<file path="src/rtl/result_wb_dma.sv">
// result_wb_dma: packs 16-bit engine results into 32-bit beats and issues memory write bursts (RESULT_WB_RELU_EN zeroes negative results)
module result_wb_dma #(
  parameter int BURST_LEN = 16,
  parameter int ADDR_W    = 30
) (
  input  logic              i_clk,
  input  logic              i_rst_n,
  input  logic              i_start,
  input  logic [ADDR_W-1:0] i_base_addr,
  input  logic              i_writes_en,
  input  logic              i_fifo_empty,
  input  logic [15:0]       i_fifo_dout,
  output logic              o_fifo_rd_en,
  input  logic              i_cmd_full,
  output logic              o_cmd_en,
  output logic [2:0]        o_cmd_instr,
  output logic [5:0]        o_cmd_bl,
  output logic [ADDR_W-1:0] o_cmd_byte_addr,
  input  logic              i_wr_full,
  output logic              o_wr_en,
  output logic [31:0]       o_wr_data,
  output logic [3:0]        o_wr_mask,
  output logic              o_busy,
  output logic              o_done,
  output logic [15:0]       o_result_cnt
);
  localparam int BEATS = BURST_LEN / 2;
  localparam int BW = $clog2(BEATS + 1);
  localparam logic [BW-1:0] BEATS_V = BW'(BEATS);
  typedef enum logic [2:0] {IDLE, STREAM, CMD, FLUSH, DONE} state_t;
  state_t            r_state;
  logic [ADDR_W-1:0] r_addr;
  logic [BW-1:0]     r_beats;
  logic              r_half;
  logic [15:0]       r_lo;
  logic              r_inflight;
  logic              r_hold_valid;
  logic [31:0]       r_hold_data;
  logic [15:0]       r_cnt;
  logic [15:0]       w_res;
  logic              w_cap_hi;
  logic              w_flush_wr;
  logic              w_pop;
  logic              w_wr_en;
  logic              w_cmd_en;
`ifdef RESULT_WB_RELU_EN
  assign w_res = i_fifo_dout[15] ? 16'h0000 : i_fifo_dout;
`else
  assign w_res = i_fifo_dout;
`endif
  assign w_cap_hi   = r_inflight && r_half;
  assign w_flush_wr = (r_state == FLUSH) && r_half;
  assign w_pop      = (r_state == STREAM) && !i_fifo_empty && !r_hold_valid && !i_wr_full &&
                      !r_inflight && (r_beats < BEATS_V);
  assign w_wr_en    = !i_wr_full && (r_hold_valid || w_cap_hi || w_flush_wr);
  assign w_cmd_en   = (r_state == CMD) && !i_cmd_full;
  assign o_fifo_rd_en    = w_pop;
  assign o_wr_en         = w_wr_en;
  assign o_wr_data       = !w_wr_en ? 32'h0 : r_hold_valid ? r_hold_data :
                           w_flush_wr ? {16'h0000, r_lo} : {w_res, r_lo};
  assign o_wr_mask       = (w_wr_en && w_flush_wr) ? 4'b1100 : 4'b0000;
  assign o_cmd_en        = w_cmd_en;
  assign o_cmd_instr     = 3'b000;
  assign o_cmd_bl        = w_cmd_en ? 6'(r_beats - 1'b1) : 6'd0;
  assign o_cmd_byte_addr = w_cmd_en ? r_addr : '0;
  assign o_busy          = r_state != IDLE;
  assign o_done          = r_state == DONE;
  assign o_result_cnt    = r_cnt;
  // Burst FSM: capture/pack results, park stalled words, flush odd tail, issue command once beats are pushed
  always_ff @(posedge i_clk or negedge i_rst_n) begin
    if (!i_rst_n) begin
      r_state      <= IDLE;
      r_addr       <= '0;
      r_beats      <= '0;
      r_half       <= 1'b0;
      r_lo         <= 16'h0;
      r_inflight   <= 1'b0;
      r_hold_valid <= 1'b0;
      r_hold_data  <= 32'h0;
      r_cnt        <= 16'h0;
    end else begin
      r_inflight <= w_pop;
      case (r_state)
        IDLE: if (i_start) begin
          r_state      <= STREAM;
          r_addr       <= i_base_addr;
          r_cnt        <= 16'h0;
          r_beats      <= '0;
          r_half       <= 1'b0;
          r_hold_valid <= 1'b0;
        end
        STREAM: begin
          if (r_inflight) begin
            r_cnt <= r_cnt + 16'd1;
            if (!r_half) begin
              r_lo   <= w_res;
              r_half <= 1'b1;
            end else begin
              r_half  <= 1'b0;
              r_beats <= r_beats + 1'b1;
              if (i_wr_full) begin
                r_hold_valid <= 1'b1;
                r_hold_data  <= {w_res, r_lo};
              end
            end
          end else if (r_hold_valid && !i_wr_full) begin
            r_hold_valid <= 1'b0;
          end
          if (!r_inflight && !r_hold_valid) begin
            if (r_beats == BEATS_V) r_state <= CMD;
            else if (!i_writes_en && i_fifo_empty) r_state <= (r_beats != '0 || r_half) ? FLUSH : DONE;
          end
        end
        FLUSH: begin
          if (!r_half) r_state <= CMD;
          else if (!i_wr_full) begin
            r_half  <= 1'b0;
            r_beats <= r_beats + 1'b1;
          end
        end
        CMD: if (!i_cmd_full) begin
          r_addr  <= r_addr + ADDR_W'({r_beats, 2'b00});
          r_beats <= '0;
          r_state <= STREAM;
        end
        DONE: r_state <= IDLE;
        default: r_state <= IDLE;
      endcase
    end
  end
endmodule

</file>
<file path="config.mk">
export PLATFORM = sky130hd
export DESIGN_NAME = result_wb_dma
export DESIGN_NICKNAME = d
export VERILOG_FILES = /design/src/rtl/result_wb_dma.sv
export SDC_FILE = /design/constraint.sdc
export NUM_CORES = 1
export LEC_CHECK = 0
export ABC_AREA = 1
export ABC_CLOCK_PERIOD_IN_PS = 5700
export BUFFER_PORTS_ARGS = -buffer_cell sky130_fd_sc_hd__buf_2
export CAP_MARGIN = 20
export CORE_MARGIN = 5
export CORE_UTILIZATION = 59
export DETAILED_ROUTE_END_ITERATION = 6
export PLACE_DENSITY = 0.95
export SETUP_SLACK_MARGIN = 0.3
export SLEW_MARGIN = 10
export SYNTH_ARGS = -nofsm -noshare
export SYNTH_HDL_FRONTEND = slang
export SYNTH_SLANG_ARGS = --single-unit
</file>
<file path="constraint.sdc">
create_clock -name i_clk -period 5.7 [get_ports i_clk]
set_input_delay 0.57 -clock i_clk [delete_from_list [all_inputs] [get_ports i_clk]]
set_output_delay 0.57 -clock i_clk [all_outputs]
set_load 0.02 [all_outputs]
</file>
==> Word level (Yosys, flattened, before mapping) <==
Index checks and enable logic that the tools add are counted.
{ "word_totals": {"ff_bits": 104, "input_bits": 53, "out_inout_bits": 96} }
{ "op_classes": {"addsub": 4, "order_cmp": 1, "n_eq_ne": 17, "mux": 38, "bitwise": 1, "n_reduce_logical": 37} }
{ "op_table": {"columns": ["op", "n"], "rows": [
  ["$mux 32", 3],
  ["$mux 30", 3],
  ["$pmux 30 s2", 1],
  ["$mux 16", 2],
  ["$pmux 16 s2", 1],
  ["$add 30x6->30", 1],
  ["$mux 4", 7],
  ["$mux 3", 7],
  ["$add 16x1->16 const B", 1],
  ["$pmux 4 s4", 1],
  ["$ne 2x2->1 const B", 7],
  ["$logic_and 1x1->1", 13],
  ["$pmux 3 s4", 1],
  ["$reduce_and 3->1", 4],
  ["$reduce_and 5->1", 2],
  ["$mux 1", 9],
  ["$reduce_bool 4->1", 2],
  ["$reduce_and 7->1", 1],
  ["$eq 3x2->1 const B", 2],
  ["$logic_not 1->1", 6],
  ["$mux 6", 1],
  ["$ne 3x3->1 const B", 2],
  ["$reduce_bool 3->1", 2],
  ["$sub 4x1->5 const B", 1],
  ["other kinds (15)", 18]
]} }

==> Depth between registers and ports, before layout <==
{ "depth": {"depth_word": 7, "depth_mapped": 13, "depth_no_buf": 13} }

==> Least setup slack after synthesis <==
No wires, ideal clock.
{ "synth_timing": {"path_kind": "register to output", "from": "register r_state[0]", "to": "output port o_cmd_bl[5]", "t_arrival_ps": 2018, "required_time_ps": 5130, "slack_ps": 3112, "stages_incl_launch_ff": 7, "n_path_buf": 1, "path_cell_list": "dfrtp_1 inv_2 nand3_4 nor2_2 inv_2 nor4_1 buf_4"} }
{ "synth_via": {"elab_chain_cells": 3} }
{ "synth_rtl": {"columns": ["element", "line_no", "rtl"], "rows": [
  ["start, declared", "31", "state_t r_state;"],
  ["start signal, assigned", "111", "else if (!i_writes_en && i_fifo_empty) r_state <= (r_beats != '0 || r_half) ? FLUSH : DONE;"],
  ["$eq 3x2->1", "56", "assign w_cmd_en = (r_state == CMD) && !i_cmd_full;"],
  ["$logic_and 1x1->1", "56", null],
  ["net o_cmd_en", "15", "output logic o_cmd_en,"],
  ["$mux 6", "64", "assign o_cmd_bl = w_cmd_en ? 6'(r_beats - 1'b1) : 6'd0;"],
  ["end, declared", "17", "output logic [5:0] o_cmd_bl,"]
]} }
The timed path passes the listed nets, and every way through them passes these cells.

==> Final worst setup path <==
{ "layout_timing": {"from": "register r_state[0]", "to": "output port o_wr_mask[2]"} }
{ "layout_via": {"elab_chain_cells": 6} }
{ "layout_rtl": {"columns": ["element", "line_no", "rtl"], "rows": [
  ["$eq 3x2->1 *", "52", "assign w_flush_wr = (r_state == FLUSH) && r_half;"],
  ["$logic_and 1x1->1 *", "52", null],
  ["$logic_or 1x1->1", "55", "assign w_wr_en = !i_wr_full && (r_hold_valid || w_cap_hi || w_flush_wr);"],
  ["$logic_and 1x1->1", "55", null],
  ["$logic_and 1x1->1 *", "61", "assign o_wr_mask = (w_wr_en && w_flush_wr) ? 4'b1100 : 4'b0000;"],
  ["$mux 4 *", "61", null],
  ["end, declared", "22", "output logic [3:0] o_wr_mask,"]
]} }
Mark *: on every way between the ends. The rest lies on a longest branch, timed or not.

==> impl_results.md <==
- Status: finished clean
- Mapped Area: 6573 µm²
- Final nets: 1,164
- Met2 Use GR: 43.87%
- Non-Filler Instances: 1,247
- Reg2reg setup slack: 3.00 ns
- Total I/O pin count: 149
- Post-CTS Setup Inserts: 0
- Final ANT Viol Nets: 0
- Cells after DPL: 1,231
- Port bufs: 143
- M1 GR Usage: 34.93%
- Post-Synth XOR/XNOR Area: 0.2665%
- Root Driver: clkbuf_8
- Setup CP Type: reg -> out
- Clock buffer depth: 2
- Critical path data arrival time: 2.38 ns
- Share of cells above drive strength 1: 17.07%
- Post-layout power: 3.508 mW
- Worst Setup SP: r_state[0]
- Post-CTS Hold Buffers: 0
- Worst hold slack: 0.1998 ns
- Vias per inst: 5.451
- All-layer global routing usage: 26.36%
- Met3 Usage GRT: 5.013%
- Most frequent cells in the layout: 286 x nand2_1, 142 x buf_2, 123 x inv_1, 122 x nor2_1, 104 x dfrtp_1
- Leak: 4.135 nW
- Synthesis-to-finish area growth: 13.90%
- CP cell instances: nand3_2 -> inv_2 -> nand2_1 -> nand2_1 -> inv_2 -> o21ai_2 -> nand2_2 -> nor2_1 -> buf_2
- Post-route cell area: 7486 µm²
- Sw frac: 50.80%
- Tmin final: 2.948 ns
- FFs w/ async S/R, synth: 100.0%
- Critical-path top delay cell: dfrtp_1
- Max-slew headroom: 40.80%
- GR peak layer: met2
- Resized cells post-CTS: 0
- RSZ-0062 raised after global routing: false
- Complex-gate fraction of the synthesized area: 12.56%
- Combinational power share: 51.2%
- Total Wirelength: 16,940 µm
- Post-route clock period utilization: 51.72%
- Antenna violations before repair: 1
- CTS Sinks: 104
- Die Width: 115.5 µm
- H-tree Lvls: 3
- Final antenna diode count: 0
- P_sw: 1.782 mW
- # rows: 38
- Post-Synth Simple-Gate Area: 34.44%
- Sequential element share of the synthesized area: 39.60%
- Fill cells: 911
- Starting Density: 60.37%
- Peak supply drop: 263.3 µV
- Drt drc: 0
- Reg power frac: 35.5%
- FF-to-FF Start: r_state[0]
- Worst Path Buf+Inv: 3
- Top_reg_cell synth: dfrtp_1
- Hold Violations, Final: 0
- Clock Latency Late Sink: 0.38 ns
- Setup tns final: 0 ns
- #FFs+latches synth: 104
- Routability cong.: 0.9461
- R2R depth: 8
- Terminus of the critical flop-to-flop path: r_addr[22]
- Required time worst endpoint: 5.13 ns
- Clock-pin slew on the worst setup and hold paths: 0.11 ns
- Vias in the first global route: 6,417
- Post-synthesis mux area share: 0%
- Via total after detailed routing: 6,797
- Cells after Synth: 986
- Die Y: 115.5 µm
- Max FO, Critical Path: 34
- Synthesized area per cell: 6.666 µm²
- Clk_skew: 0.007289 ns
- Max-cap violations: 0
- Actual slew at the worst max-slew pin: 0.8859 ns
- Hpwl dp: 12,450 µm
- Global-route wire length before repair: 28,780 µm
- Fraction of the mapped netlist area in adder cells: 1.828%
- Max Fclk: 0.3392 GHz
- Drt pass-1 iters: 6
- Core area: 10,890 µm²
- CP max stage delay: 0.48 ns
- Final Setup Violations: 0
- Synth Warn #: 0
- Int Pwr: 1.726 mW
- CTS tree: done
- Post-Place Cell Area: 7283 µm²
- Routed WL per cell: 13.58 µm
- DR iter-0 viols: 731
- CP top delay family: simple AND/OR/NAND/NOR gates
- Largest family of logic cells by synthesized area: simple AND/OR/NAND/NOR gates
- Max Transition Viols Final: 0
- Post-synth EDFFs: 0
- Commonest non-fill, non-tap cell in the layout: nand2_1
- Congestion Overflow GR: 0
- Clock Power Share: 13.3%
- Post-synth cell types: 40
- Pin count of the biggest net entering global routing: 56
- Hold crit path type: in -> async
- Power per cell area: 468.6 nW/µm²
- Startpoint types: flop
- Inserted Clock Buffers: 9
- CP Capture Type: primary output
- DIE AREA: 13,350 µm²
[power by group through the flow]
stage / Combinational [mW] / Sequential, mW / Clock, mW
after CTS: 1.79 / 1.24 / 0.472
after global routing: 2.05 / 1.28 / 0.506
after detailed placement: 1.79 / 1.25 / 0
final: 1.80 / 1.25 / 0.465
after global placement: 1.73 / 1.24 / 0
after floorplan: 1.42 / 1.18 / 0
[stage by stage]
step / util (%) / setup slack, ns
2_1_floorplan: - / 3.112
3_3_place_gp: 66.64 / 3.177
3_5_place_dp: 66.89 / 3.063
4_1_cts: 68.75 / 2.724
5_1_grt: 68.75 / 2.476
6_report: 68.75 / 2.752
[sequential cells by signal, indices dropped and copies added (netlist names), 3 cells and up]
name,count
r_lo,16
r_beats,4
r_state,3
r_hold_data,32
o_result_cnt,16
r_addr,30
[worst max-delay path by stage]
stage / end / slack, ns / cells after the start
2_1_floorplan: o_cmd_bl[5] / 3.11 / 6
5_1_grt: o_wr_data[17] / 2.48 / 9
4_1_cts: o_wr_mask[2] / 2.72 / 9
6_report: o_wr_mask[2] / 2.75 / 9
3_5_place_dp: r_addr[10] / 3.06 / 8
3_3_place_gp: o_wr_mask[3] / 3.18 / 9
[cell usage after synthesis, drive strengths merged, types with 4 or more instances]
cell type	number	area share, %
nand2	291	17
inv	133	7.6
nor2	127	7.5
dfrtp	104	40
o21ai	98	7.5
nand3	60	4.9
a21oi	47	3.6
buf	31	2.8
nand4	28	2.7
clkbuf	14	0.84
nor3	12	1.1
ha	8	1.5
or2	7	0.67
a31oi	4	0.38
o22ai	4	0.38
[kinds of logic (layout without fill, tap and decap cells)]
family / Yosys count / in the layout
fa+ha+maj: 9 / 9
simple gates: 533 / 533
compound gates: 159 / 159
xor+xnor: 2 / 2
buf+inv: 178 / 295
other cells: 1 / 5
flops: 104 / 104
[cell type report]
type / count / area (µm²) / area share (%)
Clock buffer: 9 / 123.9 / 1.655
Inverter: 133 / 499.2 / 6.669
Clock inverter: 7 / 78.83 / 1.053
Tap cell: 140 / 175.2 / 2.340
Sequential cell: 104 / 2603 / 34.77
Timing Repair Buffer: 146 / 760.7 / 10.16
Multi-Input combinational cell: 708 / 3246 / 43.36
[routing by layer]
metal	up-vias	share of wire (%)	wire length, µm
met3	30	8.0	1350
met5	-	0.11	18
met4	2	2.0	339
li1	3366	-	-
met1	3099	41	6961
met2	300	49	8268
No activity file was read; power rests on OpenSTA's default activity.
